===== src/rtl/dec_report_sched.sv =====
// Round-robin front end that shares one binary-to-BCD nibble converter among NCH
// channels and turns each converted value into an ASCII byte stream with separators.
module dec_report_sched #(
  parameter int         NCH = 4,
  parameter int         DIG = 8,
  parameter bit         LZS = 1'b0,
  parameter logic [7:0] SEP = 8'h20,
  parameter logic [7:0] EOL = 8'h0A,
  parameter int         TMO = 64
) (
  input  logic               clk,
  input  logic               rst,
  input  logic [NCH-1:0]     req,
  input  logic [16*NCH-1:0]  data,
  output logic [NCH-1:0]     ack,
  output logic [15:0]        bdata,
  output logic               load,
  output logic [3:0]         dig_cnt,
  input  logic [3:0]         nib_out,
  input  logic               rts,
  output logic               cts,
  output logic [7:0]         out_data,
  output logic               out_valid,
  input  logic               out_ready,
  output logic               busy,
  output logic               err
);

  localparam int PW = (NCH > 1) ? $clog2(NCH) : 1;
  localparam int TW = $clog2(TMO + 1);

  typedef enum logic [1:0] {IDLE, LOAD, DIGITS, SEPST} state_t;

  state_t        state;
  logic [PW-1:0] rr;
  logic [PW-1:0] chan;
  logic [PW-1:0] winner;
  logic [PW-1:0] cand;
  logic          found;
  logic [15:0]   wdata;
  logic [3:0]    dig_idx;
  logic          zero_seen;
  logic [TW-1:0] tmo_cnt;
  logic          reg_free;
  logic          xfer;
  logic          last_dig;
  logic [7:0]    dig_byte;

  // Handshakes: a nibble moves on rts & cts; a byte moves on out_valid & out_ready.
  // The output register accepts a new byte whenever it is empty or being drained.
  assign dig_cnt  = 4'(DIG);
  assign busy     = (state != IDLE);
  assign reg_free = !out_valid || out_ready;
  assign cts      = (state == DIGITS) && reg_free;
  assign xfer     = rts && cts;
  assign last_dig = (dig_idx == 4'(DIG - 1));

  // First requester at or after the round-robin pointer, wrapping.
  always_comb begin
    found  = 1'b0;
    winner = rr;
    cand   = '0;
    for (int i = 0; i < NCH; i++) begin
      cand = PW'((int'(rr) + i) % NCH);
      if (!found && req[cand]) begin
        found  = 1'b1;
        winner = cand;
      end
    end
  end

  always_comb begin
    wdata = '0;
    for (int k = 0; k < NCH; k++) begin
      if (PW'(k) == winner) wdata = data[16*k +: 16];
    end
  end

  // The final digit is always numeric so a zero value still prints "0".
  always_comb begin
    if (nib_out > 4'd9)
      dig_byte = 8'h3F;
    else if (LZS && (nib_out == 4'd0) && !zero_seen && !last_dig)
      dig_byte = 8'h20;
    else
      dig_byte = 8'h30 + {4'h0, nib_out};
  end

  always_ff @(posedge clk or posedge rst) begin
    if (rst) begin
      state     <= IDLE;
      rr        <= '0;
      chan      <= '0;
      ack       <= '0;
      load      <= 1'b0;
      bdata     <= '0;
      out_valid <= 1'b0;
      out_data  <= '0;
      err       <= 1'b0;
      dig_idx   <= '0;
      zero_seen <= 1'b0;
      tmo_cnt   <= '0;
    end else begin
      ack  <= '0;
      load <= 1'b0;
      if (out_valid && out_ready) out_valid <= 1'b0;
      case (state)
        IDLE: begin
          if (found) begin
            bdata <= wdata;
            ack   <= NCH'(1) << winner;
            chan  <= winner;
            rr    <= (winner == PW'(NCH - 1)) ? '0 : winner + 1'b1;
            load  <= 1'b1;
            state <= LOAD;
          end
        end
        LOAD: begin
          dig_idx   <= '0;
          zero_seen <= 1'b0;
          tmo_cnt   <= '0;
          state     <= DIGITS;
        end
        DIGITS: begin
          if (xfer) begin
            out_data  <= dig_byte;
            out_valid <= 1'b1;
            if (nib_out > 4'd9) err <= 1'b1;
            if (nib_out != 4'd0) zero_seen <= 1'b1;
            tmo_cnt <= '0;
            dig_idx <= dig_idx + 4'd1;
            if (last_dig) state <= SEPST;
          end else if (tmo_cnt == TW'(TMO - 1)) begin
            // Stalled converter: abandon the remaining digits.
            err   <= 1'b1;
            state <= SEPST;
          end else begin
            tmo_cnt <= tmo_cnt + 1'b1;
          end
        end
        SEPST: begin
          if (reg_free) begin
            out_data  <= (chan == PW'(NCH - 1)) ? EOL : SEP;
            out_valid <= 1'b1;
            state     <= IDLE;
          end
        end
        default: state <= IDLE;
      endcase
    end
  end

endmodule

===== config.mk =====
export PLATFORM = sky130hd
export DESIGN_NAME = dec_report_sched
export DESIGN_NICKNAME = d
export VERILOG_FILES = /design/src/rtl/dec_report_sched.sv
export SDC_FILE = /design/constraint.sdc
export NUM_CORES = 1
export LEC_CHECK = 0
export CAP_MARGIN = 0
export CORE_MARGIN = 2
export CORE_UTILIZATION = 46
export CTS_CLUSTER_DIAMETER = 60
export DETAILED_ROUTE_END_ITERATION = 10
export GPL_TIMING_DRIVEN = 0
export PLACE_DENSITY = 0.95
export SYNTH_ARGS = -nofsm -noshare
export SYNTH_HDL_FRONTEND = slang
export SYNTH_SLANG_ARGS = --single-unit

===== constraint.sdc =====
create_clock -name clk -period 7.4 [get_ports clk]
set_clock_uncertainty 0.1 [all_clocks]
set_input_delay 1.48 -clock clk [delete_from_list [all_inputs] [get_ports clk]]
set_output_delay 1.48 -clock clk [all_outputs]
set_load 0.1 [all_outputs]

==> results of run 1 <==
-- final cells by class --
type                            instances  area [sq um]
Buffer                                 23           114
Timing Repair Buffer                  107          1080
Clock inverter                          3          43.8
Tap cell                               72          90.1
Inverter                               30           113
Clock buffer                            5          68.8
Multi-Input combinational cell        197          1300
Fill cell                             451          1580
Sequential cell                        46          1150
-- per-layer routing --
layer | up-vias | wire, um | part of all wire | track usage
met2 | 123 | 4100 | 0.52 | 0.463
li1 | 1270 | - | - | -
met5 | - | 0 | 0 | 0
met1 | 1277 | 2960 | 0.37 | 0.274
met3 | 25 | 582 | 0.073 | 0.0708
met4 | 0 | 274 | 0.035 | 0.119
-- cell usage after synthesis, types with 2 or more instances --
master	instances	area, sq um
a211o_1	17	149
a21oi_1	39	195
a221oi_1	16	140
and2_1	5	31.3
buf_2	4	20.0
buf_4	6	45.0
clkbuf_1	12	45.0
conb_1	2	7.51
dfrtp_1	46	1150
ha_1	11	138
inv_1	30	113
mux2_2	3	33.8
mux2i_1	3	30.0
nand2_1	15	56.3
nand2b_1	4	25.0
nand3_1	7	35.0
nor2_1	22	82.6
nor2b_1	3	18.8
nor3_1	2	10.0
o211ai_1	3	22.5
o21ai_0	10	50.1
o22ai_1	3	18.8
or3_1	2	12.5
-- final timing paths --
| kind | startpoint | to | slack [ns] |
|---|---|---|---|
| min reg2reg | err | err | 0.38 |
| max | out_ready | cts | 2.36 |
| min in group asynchronous | rst | bdata[0] | 1.33 |
| max in group asynchronous | rst | tmo_cnt[5] | 5.40 |
| min | err | err | 0.38 |
| max reg2reg | rr[0] | bdata[13] | 4.46 |
-- stage by stage --
step           instance area, sq um  worst slack [ns]  total power [mW]   util  hold WS [ns]
2_1_floorplan                  2680              2.86              1.44      -         0.350
3_3_place_gp                   3830              2.39              1.75  0.691         0.362
3_5_place_dp                   3850              2.38              1.80  0.694         0.367
4_1_cts                        3960              2.36              1.99  0.715         0.392
5_1_grt                        3960              2.29              2.09  0.715         0.399
6_report                       3960              2.36              1.99  0.715         0.383
-- worst max-delay path, stage by stage --
cell             delay, ns
clkdlybuf4s50_1       0.47
and2b_1               0.26
nor2_1                0.12
clkdlybuf4s50_1       1.13
-- cells by family (layout without fill, tap and decap cells) --
kind of cell             count (synthesis)  count (layout)  synth area share
AO/OA/AOI/OAI                          103             103             0.266
AND/OR/NAND/NOR                         69              69             0.131
buffers and inverters                   53             168            0.0851
flip-flops                              46              46             0.433
adder cells (fa/ha/maj)                 11              11            0.0517
multiplexers                             7               7            0.0282
other                                    2               6           0.00282
XOR/XNOR                                 1               1           0.00329
-- flip-flops by register name, summed over array words and instances (netlist names) --
| signal | flops |
|---|---|
| bdata | 16 |
| tmo_cnt | 7 |
| out_data | 6 |
| ack | 4 |
| dig_idx | 4 |
| chan | 2 |
| rr | 2 |
| state | 2 |
| err | 1 |
| load | 1 |
| out_valid | 1 |
-- report_power, final --
group          switching, mW  leakage (nW)  internal, mW
registers             0.0663         0.565         0.354
clock network         0.0923        0.0585         0.101
logic                  0.987          1.12         0.393
total                   1.15          1.75         0.848
==> run metrics, run 1 <==
CP Class=input port to output pin; Area Growth Syn to Fin=48.8%; EDFF count, synth=0; vias in the first global route=between 2000 and 3000; mapped cell area=2660 sq um; die width=80.1 um; Arr. time, crit path=between 3 and 4 ns; CTS hold repair buffers=0; Seq/Total Area, Yosys=0.433; largest fanout on the critical path=7; root buffer cell=clkbuf_8; Peak VDD IR=about 340 uV; Post-DRT Antenna Nets=0; kind of end point of the critical path=output pin; worst endpoint required time=5.82 ns; first-pass GRT wire length=12500 um; WL per Instance=16.4 um; antenna violations before repair=0; vias per cell=5.58; core area=around 5500 sq um; total die area=6410 sq um; final cell count without fillers=483; RSZ-0062 raised after global routing=false; Synth cell types=50; Most used DFF post-synth=dfrtp_1; Port Buffer Count=roughly 110; Setup Viol. Count Final=0; crit share post-route=0.681; Post-route DRC=0; Initial Util=0.480; LEAKAGE=1.75 nW; drt first pass iters=6; Slew headroom=0.327; placed cells=475; Yosys reg bits=46; worst hold stages=1; drt total wl=7920 um; CTS Buf Count=5; Max Clock Freq=198 MHz; Vias=2695; CTS HTree Levels=2; Mapped Cells=292; Hold Path Class=register to register; Final Hold Fails=0; post-detail-place hpwl=between 6000 and 7000 um; clk_lat worst skew=roughly 0.31 ns; status=finished, final reports clean; Pwr Density=a little over 500 nW/um^2; Cell Rows=27; deepest clock path buffer count=2; post-cts sizing count=0; Async S/R FF share, synth=1.00; initial drt markers=131; average size of a mapped cell=9.11 sq um; final slew viol count=0; YS warnings=0; TritonCTS clock tree=built; Overflow after GRT=0; Reg clk slew, reported paths=about 0.080 ns; most common cell after layout, fill and taps aside=clkdlybuf4s50_1; setup_tns=0 ns; post-CTS setup repair buffer count=0; RePlAce Congestion=0.840; clock sinks=46; Nets=around 500; GRT Util Overall=0.256; commonest non-fill, non-tap cells in the layout=106 x clkdlybuf4s50_1, 46 x dfrtp_1, 39 x a21oi_1, 29 x inv_1, 22 x nor2_1; IO Pins=113; CP Launch Type=input port; Worst Tran Pin Value=1.01 ns; Die Ht=80.1 um; max-cap violations=0; largest net degree at the start of global routing=35; crit path time final=5.04 ns; # diodes=0; share of layout cells above drive strength 1=0.0706; Register-to-Register Path Depth=12
No activity file was read; power rests on OpenSTA's default activity.
==> inputs of run 2 (changes only) <==
- CORE_UTILIZATION: 46 -> 39
- PLACE_DENSITY: 0.95 -> 0.88
- clock period: 7.4 -> 4.6 ns (I/O delays scaled with it)
==> run metrics, run 2 (synthesis results as in run 1) <==
dpl cell area=3860 sq um (was 3850 sq um); setup slack after layout=0.694 ns (was 2.36 ns); Final Hold Fails=0 (unchanged); Post-DRT Antenna Nets=0 (unchanged); pre-CTS setup slack=0.664 ns (was 2.38 ns); TritonCTS clock tree=built (unchanged); post-detail-place hpwl=6010 um (was 6170 um); power share of the sequential group=0.214 (was 0.211); most common cell after layout, fill and taps aside=clkdlybuf4s50_1 (unchanged); Hold EP=out_data[4] (was err); max FFs per register=16 (unchanged); CTS hold repair buffers=0 (unchanged); Gate power share=0.693 (was 0.692); Die Ht=86.6 um (was 80.1 um); WL per Instance=15.4 um (was 16.4 um); Max Clock Freq=256 MHz; Reg clk slew, reported paths=0.08 ns (about the same); Worst Tran Pin Value=0.991 ns (was 1.01 ns); largest fanout on the critical path=7 (unchanged); Area Growth Syn to Fin=49.0% (was 48.8%); antenna violations before repair=0 (unchanged); commonest non-fill, non-tap cells in the layout=106 x clkdlybuf4s50_1, 46 x dfrtp_1, 39 x a21oi_1, 29 x inv_1, 22 x nor2_1 (unchanged); Reg with most FFs=bdata (unchanged); vias in the first global route=2688 (was 2735); LEAKAGE=1.75 nW (about the same); vias per cell=5.36 (was 5.58); RePlAce Congestion=0.825 (was 0.840); CP Launch Type=input port (unchanged); internal power=1.36 mW (was 848 uW); drt total wl=7540 um (was 7920 um); flop2flop setup slack=1.73 ns (was 4.46 ns); clock power share=0.093 (was 0.097); worst hold stages=2 (was 1); CTS Buf Count=5 (unchanged); area of the multi-input gates=1300 sq um (unchanged); initial drt markers=122 (was 131); IO Pins=113 (unchanged); status=finished, final reports clean (unchanged); RSZ-0062 raised after global routing=false (unchanged); Post-route DRC=0 (unchanged); root buffer cell=clkbuf_8 (unchanged); kind of end point of the critical path=output pin (unchanged); # diodes=0 (unchanged); die width=86.6 um (was 80.1 um); largest net degree at the start of global routing=34 (was 35); Pwr Density=800 nW/um^2 (was 503 nW/um^2); CP Class=input port to output pin (unchanged); Overflow after GRT=0 (unchanged); first-pass GRT wire length=12100 um (was 12500 um); post-cts sizing count=0 (unchanged); Vias=2631 (was 2695); Port Buffer Count=106 (unchanged); Arr. time, crit path=2.89 ns (was 3.46 ns); final instance area=3970 sq um (was 3960 sq um); RR Startpoint=rr[0] (unchanged); Initial Util=0.398 (was 0.480); Nets=497 (unchanged); post-CTS setup repair buffer count=0 (unchanged); core area=6680 sq um (was 5540 sq um); setup_tns=0 ns (unchanged); Cell Rows=30 (was 27); final slew viol count=0 (unchanged); total die area=7500 sq um (was 6410 sq um); Slew headroom=0.337 (was 0.327); clock sinks=46 (unchanged); CTS HTree Levels=2 (unchanged); hold_sp=out_data[4] (was err); Crit Reg-Reg Endpoint=bdata[7] (was bdata[13]); largest registers=bdata: 16 flops, tmo_cnt: 7 flops, out_data: 6 flops (unchanged); GRT Util Overall=0.205 (was 0.256); Register-to-Register Path Depth=12 (unchanged); Sw Pwr=1.81 mW (was 1.15 mW); Hold Path Class=register to register (unchanged); Sw Share=0.571 (was 0.575); max-cap violations=0 (unchanged); crit path time final=3.91 ns; clk_lat worst skew=0.30 ns (was 0.31 ns); Peak VDD IR=427 uV (was 338 uV); deepest clock path buffer count=2 (unchanged); Setup Viol. Count Final=0 (unchanged); number of filler cells placed in the layout=604 (was 451); share of layout cells above drive strength 1=0.0706 (unchanged); drt first pass iters=4 (was 6); worst endpoint required time=3.58 ns (was 5.82 ns); crit share post-route=0.849; Reg area=1150 sq um (unchanged)
-- run 2: critical path, stage by stage --
cell and delay (ns):
clkdlybuf4s50_1 0.46, and2b_1 0.25, nor2_1 0.11, clkdlybuf4s50_1 1.13
-- run 2: layout make-up --
cell class	instances	area share
Buffer	23	0.0287
Clock buffer	5	0.0174
Clock inverter	3	0.0101
Inverter	30	0.0284
Multi-Input combinational cell	197	0.327
Sequential cell	46	0.290
Tap cell	80	0.0252
Timing Repair Buffer	107	0.273
-- run 2: worst max-delay path by stage --
stage	start	endpoint	cells after the start
final	out_ready	cts	4
after global routing	out_ready	cts	4
after CTS	out_ready	cts	4
after detailed placement	req[2]	bdata[7]	13
after global placement	out_ready	cts	4
after floorplan	out_ready	cts	2
-- run 2: stage by stage --
step	instances	hold WS, ns	util	power (mW)
final	491	0.381	0.594	3.17
after global routing	491	0.404	0.594	3.35
after CTS	491	0.384	0.594	3.19
after detailed placement	483	0.364	0.577	2.89
after global placement	482	0.362	0.574	2.83
after floorplan	296	0.350	-	2.32
-- run 2: layer usage --
metal,wire length (um),track usage
met3,523,0.0552
met5,0,0
met4,88,0.0653
met2,3910,0.378
met1,3020,0.228
-- run 2: power groups by stage --
| stage | sequential [mW] | combinational, mW | clock, mW |
|---|---|---|---|
| after CTS | 0.679 | 2.21 | 0.303 |
| after detailed placement | 0.688 | 2.20 | 0 |
| after global routing | 0.701 | 2.34 | 0.317 |
| final | 0.680 | 2.20 | 0.294 |
| after floorplan | 1.51 | 0.809 | 0 |
| after global placement | 0.675 | 2.16 | 0 |
